## src/rtl/vrecip_pkg.sv

```systemverilog
// Shared types, fp16 constants and field helpers for the vector reciprocal issue controller.
package vrecip_pkg;

   typedef enum logic [1:0] {
      ST_IDLE  = 2'd0,
      ST_ISSUE = 2'd1,
      ST_WAIT  = 2'd2,
      ST_DONE  = 2'd3
   } vrecip_state_e;

   localparam logic [4:0]  FP16_EXP_MAX = 5'd31;
   localparam logic [15:0] FP16_QNAN    = 16'h7E00;
   localparam logic [14:0] FP16_INF     = 15'h7C00;

   function automatic logic fp16_sign(input logic [15:0] x);
      return x[15];
   endfunction

   function automatic logic [4:0] fp16_exp(input logic [15:0] x);
      return x[14:10];
   endfunction

   function automatic logic [9:0] fp16_mant(input logic [15:0] x);
      return x[9:0];
   endfunction

endpackage

```

## src/rtl/vrecip_issue_ctrl_if.sv

```systemverilog
// Bundle of the vector-side and reciprocal-unit-side signals of vrecip_issue_ctrl.
interface vrecip_issue_ctrl_if #(
   parameter int LANES = 8
);
   // vec_in and vec_out are valid/ready: a transfer happens on a rising clk edge where
   // both are high; the source holds data and valid stable until that edge.
   // divisor_valid and complete are one-cycle strobes with no back-pressure.
   logic [16*LANES-1:0] vec_in;
   logic                vec_in_valid;
   logic                vec_in_ready;
   logic [15:0]         divisor;
   logic                divisor_valid;
   logic [15:0]         result;
   logic                complete;
   logic [16*LANES-1:0] vec_out;
   logic                vec_out_valid;
   logic                vec_out_ready;

   modport master (
      input  vec_in, vec_in_valid, result, complete, vec_out_ready,
      output vec_in_ready, divisor, divisor_valid, vec_out, vec_out_valid
   );

   modport slave (
      output vec_in, vec_in_valid, result, complete, vec_out_ready,
      input  vec_in_ready, divisor, divisor_valid, vec_out, vec_out_valid
   );

endinterface

```

## src/rtl/fp16_special_classify.sv

```systemverilog
// Classifies one fp16 operand and produces the reciprocal of the special classes
// (zero/subnormal flushed to zero, infinity, NaN) without using the reciprocal unit.
module fp16_special_classify
   import vrecip_pkg::*;
(
   input  logic [15:0] op,
   output logic        is_zero_or_sub,
   output logic        is_inf,
   output logic        is_nan,
   output logic [15:0] bypass_val
);

   always_comb begin
      is_zero_or_sub = (fp16_exp(op) == 5'd0);
      is_inf         = (fp16_exp(op) == FP16_EXP_MAX) && (fp16_mant(op) == 10'd0);
      is_nan         = (fp16_exp(op) == FP16_EXP_MAX) && (fp16_mant(op) != 10'd0);
      bypass_val     = 16'h0000;
      if (is_zero_or_sub) begin
         bypass_val = {fp16_sign(op), FP16_INF};
      end else if (is_inf) begin
         bypass_val = {fp16_sign(op), 15'h0000};
      end else if (is_nan) begin
         bypass_val = FP16_QNAN;
      end
   end

endmodule

```

## src/rtl/vrecip_issue_ctrl.sv

```systemverilog
// Serialises a vector of fp16 operands onto the scalar reciprocal unit and reassembles
// the results. Define VRECIP_SPECIAL_BYPASS_EN to resolve zero/inf/NaN lanes locally.
module vrecip_issue_ctrl
   import vrecip_pkg::*;
#(
   parameter int LANES = 8,
   parameter int IDX_W = $clog2(LANES)
)(
   input  logic                clk,
   input  logic                rst,
   vrecip_issue_ctrl_if.master bus,
   output logic                busy,
   output vrecip_state_e       dbg_state
);

   localparam logic [IDX_W-1:0] LAST_IDX = IDX_W'(LANES - 1);

   vrecip_state_e          state_q, state_d;
   logic [IDX_W-1:0]       idx_q, idx_d;
   logic [LANES-1:0][15:0] operand_q, operand_d;
   logic [LANES-1:0][15:0] res_buf_q, res_buf_d;
   logic [15:0]            divisor_q, divisor_d;
   logic                   divisor_valid_q, divisor_valid_d;
   logic                   vec_out_valid_q, vec_out_valid_d;
   logic [15:0]            cur_op;
   logic [15:0]            bypass_val;
   logic                   bypass;
   logic                   last_lane;
   logic                   in_ready;

   assign cur_op    = operand_q[idx_q];
   assign last_lane = (idx_q == LAST_IDX);
   assign in_ready  = (state_q == ST_IDLE);

`ifdef VRECIP_SPECIAL_BYPASS_EN
   logic cls_zero, cls_inf, cls_nan;

   fp16_special_classify u_classify (
      .op             (cur_op),
      .is_zero_or_sub (cls_zero),
      .is_inf         (cls_inf),
      .is_nan         (cls_nan),
      .bypass_val     (bypass_val)
   );

   assign bypass = cls_zero | cls_inf | cls_nan;
`else
   assign bypass     = 1'b0;
   assign bypass_val = 16'h0000;
`endif

   always_ff @(posedge clk or posedge rst) begin
      if (rst) begin
         state_q         <= ST_IDLE;
         idx_q           <= '0;
         operand_q       <= '0;
         res_buf_q       <= '0;
         divisor_q       <= 16'h0000;
         divisor_valid_q <= 1'b0;
         vec_out_valid_q <= 1'b0;
      end else begin
         state_q         <= state_d;
         idx_q           <= idx_d;
         operand_q       <= operand_d;
         res_buf_q       <= res_buf_d;
         divisor_q       <= divisor_d;
         divisor_valid_q <= divisor_valid_d;
         vec_out_valid_q <= vec_out_valid_d;
      end
   end

   // A lane retires either through a bypass in ISSUE or a complete in WAIT; complete
   // seen in any other state belongs to nothing we issued and is dropped.
   always_comb begin
      state_d   = state_q;
      idx_d     = idx_q;
      operand_d = operand_q;
      res_buf_d = res_buf_q;
      case (state_q)
         ST_IDLE: begin
            if (bus.vec_in_valid && in_ready) begin
               operand_d = bus.vec_in;
               idx_d     = '0;
               state_d   = ST_ISSUE;
            end
         end
         ST_ISSUE: begin
            if (bypass) begin
               res_buf_d[idx_q] = bypass_val;
               if (last_lane) begin
                  state_d = ST_DONE;
               end else begin
                  idx_d   = idx_q + IDX_W'(1);
                  state_d = ST_ISSUE;
               end
            end else begin
               state_d = ST_WAIT;
            end
         end
         ST_WAIT: begin
            if (bus.complete) begin
               res_buf_d[idx_q] = bus.result;
               if (last_lane) begin
                  state_d = ST_DONE;
               end else begin
                  idx_d   = idx_q + IDX_W'(1);
                  state_d = ST_ISSUE;
               end
            end
         end
         ST_DONE: begin
            if (vec_out_valid_q && bus.vec_out_ready) begin
               state_d = ST_IDLE;
            end
         end
         default: state_d = ST_IDLE;
      endcase
   end

   always_comb begin
      divisor_d       = divisor_q;
      divisor_valid_d = 1'b0;
      vec_out_valid_d = 1'b0;
      if ((state_q == ST_ISSUE) && !bypass) begin
         divisor_d       = cur_op;
         divisor_valid_d = 1'b1;
      end
      if (state_q == ST_DONE) begin
         vec_out_valid_d = !(vec_out_valid_q && bus.vec_out_ready);
      end
   end

   assign bus.vec_in_ready  = in_ready;
   assign bus.divisor       = divisor_q;
   assign bus.divisor_valid = divisor_valid_q;
   assign bus.vec_out       = res_buf_q;
   assign bus.vec_out_valid = vec_out_valid_q;
   assign busy              = (state_q != ST_IDLE);
   assign dbg_state         = state_q;

endmodule

```

## src/flat_wrapper.sv

```systemverilog
// flat-port wrapper written by rule: the top's interface ports become plain ports
module vrecip_issue_ctrl_flat import vrecip_pkg::*;
#(
   parameter int LANES = 8,
   parameter int IDX_W = $clog2(LANES)
)
  (clk, rst, busy, dbg_state, bus_vec_in, bus_vec_in_valid, bus_result, bus_complete, bus_vec_out_ready, bus_vec_in_ready, bus_divisor, bus_divisor_valid, bus_vec_out, bus_vec_out_valid);
  vrecip_issue_ctrl_if #(.LANES(LANES)) bus_i ();
  input  logic clk;
  input  logic rst;
  output logic busy;
  output vrecip_state_e dbg_state;
  input wire logic [$bits(bus_i.vec_in)-1:0] bus_vec_in;
  input wire logic [$bits(bus_i.vec_in_valid)-1:0] bus_vec_in_valid;
  input wire logic [$bits(bus_i.result)-1:0] bus_result;
  input wire logic [$bits(bus_i.complete)-1:0] bus_complete;
  input wire logic [$bits(bus_i.vec_out_ready)-1:0] bus_vec_out_ready;
  output wire logic [$bits(bus_i.vec_in_ready)-1:0] bus_vec_in_ready;
  output wire logic [$bits(bus_i.divisor)-1:0] bus_divisor;
  output wire logic [$bits(bus_i.divisor_valid)-1:0] bus_divisor_valid;
  output wire logic [$bits(bus_i.vec_out)-1:0] bus_vec_out;
  output wire logic [$bits(bus_i.vec_out_valid)-1:0] bus_vec_out_valid;
  assign bus_i.vec_in = bus_vec_in;
  assign bus_i.vec_in_valid = bus_vec_in_valid;
  assign bus_i.result = bus_result;
  assign bus_i.complete = bus_complete;
  assign bus_i.vec_out_ready = bus_vec_out_ready;
  assign bus_vec_in_ready = bus_i.vec_in_ready;
  assign bus_divisor = bus_i.divisor;
  assign bus_divisor_valid = bus_i.divisor_valid;
  assign bus_vec_out = bus_i.vec_out;
  assign bus_vec_out_valid = bus_i.vec_out_valid;
  vrecip_issue_ctrl #(.LANES(LANES), .IDX_W(IDX_W)) u_core (.clk(clk), .rst(rst), .bus(bus_i), .busy(busy), .dbg_state(dbg_state));
endmodule
```

## config.mk

```make
export PLATFORM = sky130hd
export DESIGN_NAME = vrecip_issue_ctrl_flat
export DESIGN_NICKNAME = d
export VERILOG_FILES = /design/src/rtl/vrecip_pkg.sv /design/src/rtl/vrecip_issue_ctrl_if.sv /design/src/rtl/fp16_special_classify.sv /design/src/rtl/vrecip_issue_ctrl.sv /design/src/flat_wrapper.sv
export SDC_FILE = /design/constraint.sdc
export NUM_CORES = 1
export LEC_CHECK = 0
export BUFFER_PORTS_ARGS = -buffer_cell sky130_fd_sc_hd__buf_2
export CAP_MARGIN = 10
export CORE_MARGIN = 4
export CORE_UTILIZATION = 55
export CTS_CLUSTER_SIZE = 40
export DETAILED_ROUTE_END_ITERATION = 16
export GPL_TIMING_DRIVEN = 0
export PLACE_DENSITY_LB_ADDON = 0.1
export SYNTH_ARGS = -nofsm -noshare
export SYNTH_HDL_FRONTEND = slang
export SYNTH_HIERARCHICAL = 1
export SYNTH_SLANG_ARGS = --single-unit
```

## constraint.sdc

```tcl
create_clock -name clk -period 13.1 [get_ports clk]
set_input_delay 0.655 -clock clk [delete_from_list [all_inputs] [get_ports clk]]
set_output_delay 0.655 -clock clk [all_outputs]
set_load 0.05 [all_outputs]
```

-- Word-level counts from Yosys, hierarchy flattened
Cells that the tools add are included.
- $add $sub $neg: 1
- order comparisons: 2
- equal/unequal tests: 8
- multiplexer cells: 16
- reduce and logical (&&, ||, !) cells: 11
- operators with widths (operator ; number):
    bitwise mux 128 bit ; 1
    binary-select mux 16 bit (select 3 bit) ; 1
    demux 16 bit (select 3 bit) ; 1
    2-to-1 mux 16 bit ; 2
    2-to-1 mux 3 bit ; 3
    2-to-1 mux 2 bit ; 4
    case mux 2 bit (4 select lines) ; 1
    != test 2 bit (second input constant) ; 3
    case mux 3 bit (2 select lines) ; 1
    equality test 2 bit (second input constant) ; 2
    less-than comparator 3 x 4 -> 1 bit (second input constant) ; 1
    AND reduction 2 bit ; 2
    AND reduction 4 bit ; 1
    nonzero test 2 bit ; 2
    adder 3 x 1 -> 3 bit (second input constant) ; 1
    equality test 3 bit (second input constant) ; 1
    >= comparator 3 x 1 -> 1 bit (second input constant) ; 1
    logical AND 1 bit ; 3
    AND reduction 3 bit ; 1
    equality test 2 x 1 -> 1 bit (second input constant) ; 1
    zero test 2 bit ; 1
    2-to-1 mux 1 bit ; 2
    != test 2 x 1 -> 1 bit (second input constant) ; 1
    zero test 1 bit ; 1
- register bits after elaboration: 279
- output and inout bits: 150
- word-level logic and storage cells: 59

-- Depth between registers and ports, before layout
- word-level depth: 5
- depth in mapped cells: 8
- mapped depth without buffers: 6

-- Worst setup path after synthesis
OpenSTA, ideal clock, no wires.
- path kind: register to output
- from: register u_core.state_q[0], in the netlist u_core/dbg_state[0]
- to: output port busy
- data arrival time: 1935 ps
- setup slack: 10510 ps
- cell stages (with the launch flop): 4
- path through: dfrtp_1 -> buf_6 -> nor2_1 -> inv_1
- cells in the longest elaborated chain, start to end: 1
- ends and longest elaborated chain (item ; RTL line ; text):
    start: declaration ; vrecip_issue_ctrl.sv:18 ; vrecip_state_e state_q, state_d;
    start signal: assignment ; vrecip_issue_ctrl.sv:62 ; state_q <= state_d;
    nonzero test 2 bit ; vrecip_issue_ctrl.sv:138 ; assign busy = (state_q != ST_IDLE);
    end: declaration ; flat_wrapper.sv:11 ; output logic busy;
No other way between the ends.

-- Worst setup path after layout
- from: register u_core.state_q[0], in the netlist u_core/dbg_state[0]
- to: output port bus_vec_in_ready
- cells in the longest elaborated chain, start to end: 1
- ends and longest elaborated chain (item ; RTL line ; text):
    zero test 2 bit ; vrecip_issue_ctrl.sv:33 ; assign in_ready = (state_q == ST_IDLE);
    end: declaration ; flat_wrapper.sv:18 ; output wire logic [$bits(bus_i.vec_in_ready)-1:0] bus_vec_in_ready;
No other way between the ends.

==> summary.log <==
qor: logic_synthesis.synth.ff_latch_count 279
qor: sta.worst_slew_pin_slew 0.638 ns
qor: sta.setup_viol 0
qor: cts.tritoncts built
qor: global_routing.grt_first_pass_wirelength 47100 um
qor: cts.total_clock_buffers_created_by_cts 29
qor: critical_path.crit_path_max_fanout 10
qor: placed_design.place.detailed.hpwl 22000 um
qor: global_routing.grt_util_all_layers 25.3%
qor: final_layout.post_route_cells_drive_above_1_share 60.0%
qor: sta.finalHoldViolations 0
qor: placed_design.io_buffers 298
qor: routing.route.vias.total 7747
qor: pwr.post-layout-total-power 4.08 mW
qor: cts.clock_path_buffers 3
qor: logic_synthesis.netlist_instances 766
qor: critical_path.rrSetupSlack 10.94 ns
qor: floorplan.die_width 154 um
qor: critical_path.worst-r2r-cell-count 7
qor: pwr.p_leak 7.04 nW
qor: cts.postCtsSetupRepairBufs 0
qor: routing.wire_per_inst 21.9 um
qor: flow_run.maxCapViolations 0
qor: floorplan.core 20600 um2
qor: sta.final.setup.tns 0 ns
qor: logic_synthesis.synthTopCellsByArea dfrtp_1 60%, mux2_2 25%, mux2i_1 2.2%
qor: logic_synthesis.netlist.area_leader.share 59.9%
qor: sta.final_critical_path_required_period 2.21 ns
qor: floorplan.initial_util 56.7%
qor: routing.drt.antenna.violating_nets 0
qor: cts.cts_sinks 279
qor: logic_synthesis.yosysSeqAreaShare 59.9%
qor: critical_path.timing.rr.start u_core/idx_q[1]
qor: global_routing.global_route.peak_usage_layer met2
qor: floorplan.die_h 154 um
qor: final_layout.final-instance-count-excl-fill 1388
qor: logic_synthesis.postSynth.asyncResetShare 100%
qor: logic_synthesis.post_synth_instance_area 11600 um2
qor: global_routing.grt-ovfl-total 0
qor: sta.fin_worst_skew 0.0215 ns
qor: floorplan.row_count 52
qor: logic_synthesis.synth-adder-area-share 0.215%
qor: final_layout.final_cell_mix 314 x buf_2, 279 x dfrtp_1, 260 x mux2_2
qor: run_status.status finished clean
qor: placed_design.dp_slack 10.90 ns
qor: logic_synthesis.yosys.area_share.xor_xnor 0%
qor: routing.drt_wl_total 30300 um
qor: critical_path.endpoint_kind output port
qor: critical_path.crit_path_required_time 12.44 ns
qor: global_routing.grt_use_met1 33.2%
qor: floorplan.die-area 23600 um2
qor: sta.whs 0.0877 ns
qor: sta.fmax 0.453 GHz
qor: min_path.holdCritPathClass input pin to asynchronous set/reset pin
qor: logic_synthesis.synth_top_family_by_area multiplexers
qor: cts.clock_tree.root_cell clkbuf_16
qor: critical_path.critical_path_arrival 1.55 ns
qor: logic_synthesis.syn_area_per_cell 15.2 um2
qor: logic_synthesis.synthSimpleGateAreaFrac 2.71%
qor: routing.drt_pre_antenna_iters 5
qor: logic_synthesis.edff_count_synth 0
qor: cts.clock_insertion_delay_worst_skew 0.55 ns
qor: pwr.power.density_cell_area 282 nW/um2
qor: cts.postCtsHoldBufs 0
qor: logic_synthesis.synth_mux_area_share 29.8%
qor: final_layout.area.growth.synth_to_final 24.2%
qor: global_routing.antenna_found_initial 5
qor: cts.cts.clk_slew.worst_paths 0.06 ns
qor: logic_synthesis.synth_flop_cell dfrtp_1
qor: logic_synthesis.count_of_synthesis_stage_warnings_from_yosys 6
qor: final_layout.final_common_cell buf_2
qor: routing.route.detailed.drc 0
qor: placed_design.finalWeightedCongestion 0.859
qor: cts.post_cts.resized_instances 0
qor: sta.timing.max_slew.rel_slack 57.5%
qor: logic_synthesis.synth_compound_area_share 4.58%
qor: floorplan.top_level_ports 299
qor: logic_synthesis.library_cells_used_by_synthesis 44
qor: logic_synthesis.synth.net_count 917
qor: global_routing.grt_max_degree 126
qor: final_layout.finish.net_count 1248
qor: global_routing.groute.layer.met3.usage 5.45%
qor: cts.ctsHtreeMaxLevel 1
qor: sta.rsz0062_at_grt no
qor: sta.period_share 16.9%
qor: global_routing.first_global_vias 8187
qor: critical_path.worst_r2r_endpoint u_core/bus.divisor[6]
qor: critical_path.startpoint_type flip-flop
qor: logic_synthesis.synth_top_area_cell dfrtp_1
qor: sta.setup_slack 10.89 ns
qor: global_routing.grt_util_met2 42.1%
qor: sta.maxSlewViolCount 0
qor: routing.detailedRoute.firstIterationViolations 396
qor: routing.viasPerCell 5.58
qor: placed_design.placed_cell_count 1336
qor: critical_path.worstSetupPathType flip-flop to output port
qor: pwr.ir_worst_vdd 0.000147 V
## cell usage after synthesis, types with 4 or more instances
| cell | instances |
|---|---|
| a211oi_1 | 7 |
| a21oi_1 | 19 |
| a221oi_1 | 5 |
| a22o_1 | 4 |
| a22oi_1 | 8 |
| a31oi_1 | 5 |
| buf_2 | 16 |
| buf_4 | 18 |
| buf_6 | 7 |
| clkbuf_1 | 4 |
| dfrtp_1 | 279 |
| inv_1 | 4 |
| mux2_1 | 4 |
| mux2_2 | 260 |
| mux2_4 | 11 |
| mux2i_1 | 26 |
| nand2_1 | 9 |
| nand2b_1 | 5 |
| nand3_1 | 4 |
| nor2_1 | 19 |
| o21ai_0 | 11 |
| o22ai_1 | 5 |
| o32a_1 | 6 |
## cell type report
type                    count  area (um2)
repair buffers            300        1550
clock buffers              40         817
diodes                      3        7.51
inverters                   5        26.3
clock inverters             9         105
well taps                 270         338
multi-input cells         437        4340
plain buffers              45         309
fillers                  1512        6090
flip-flops and latches    279        6980
## routing by layer
metal / vias to the layer above / part of all wire, %
li1: 3463 / -
met4: 6 / 3.8
met3: 76 / 7.0
met5: - / 0.092
met2: 310 / 49
met1: 3892 / 40
## flip-flops by register name (all words and copies together), names as in the netlist
register,count
u_core/idx_q,3
u_core/bus.divisor_valid,1
u_core/bus.divisor,16
u_core/bus.vec_out_valid,1
u_core/dbg_state,2
u_core/operand_q,128
u_core/bus.vec_out,128
## cells by family after synthesis
logic type,Yosys count
DFF,279
buffers and inverters,50
and+or+nand+nor,53
AOI/OAI and AO/OA,78
muxes,304
adders and majority gates,2
## stage by stage
step | util [%] | instance area [um2]
after floorplan | - | 11600
final | 70.4 | 14500
after CTS | 70.3 | 14500
after detailed placement | 65.9 | 13500
after global placement | 65.6 | 13500
after global routing | 70.4 | 14500
## where the power goes
part	switching [mW]	internal, mW	leakage (nW)
logic	1.18	0.651	3.13
registers	0.199	1.25	3.46
clock network	0.326	0.471	0.453
total	1.70	2.37	7.04
## worst max-delay path, cell delays in order (launching register included)
cell and delay, ns:
dfrtp_1 0.38, buf_6 0.14, nor2_1 0.18, buf_2 0.30
## worst max path at each step
stage / slack, ns / start / end
finish: 10.89 / u_core/dbg_state[0] / bus_vec_in_ready
CTS: 10.85 / u_core/dbg_state[0] / bus_vec_in_ready
floorplan: 4.75 / rst / u_core/bus.divisor[0]
detailed placement: 10.90 / bus_complete / u_core/bus.vec_out[112]
global placement: 1.67 / rst / u_core/bus.vec_out[48]
global route: 10.76 / u_core/dbg_state[0] / bus_vec_in_ready
(Power assumes the default switching activity.)
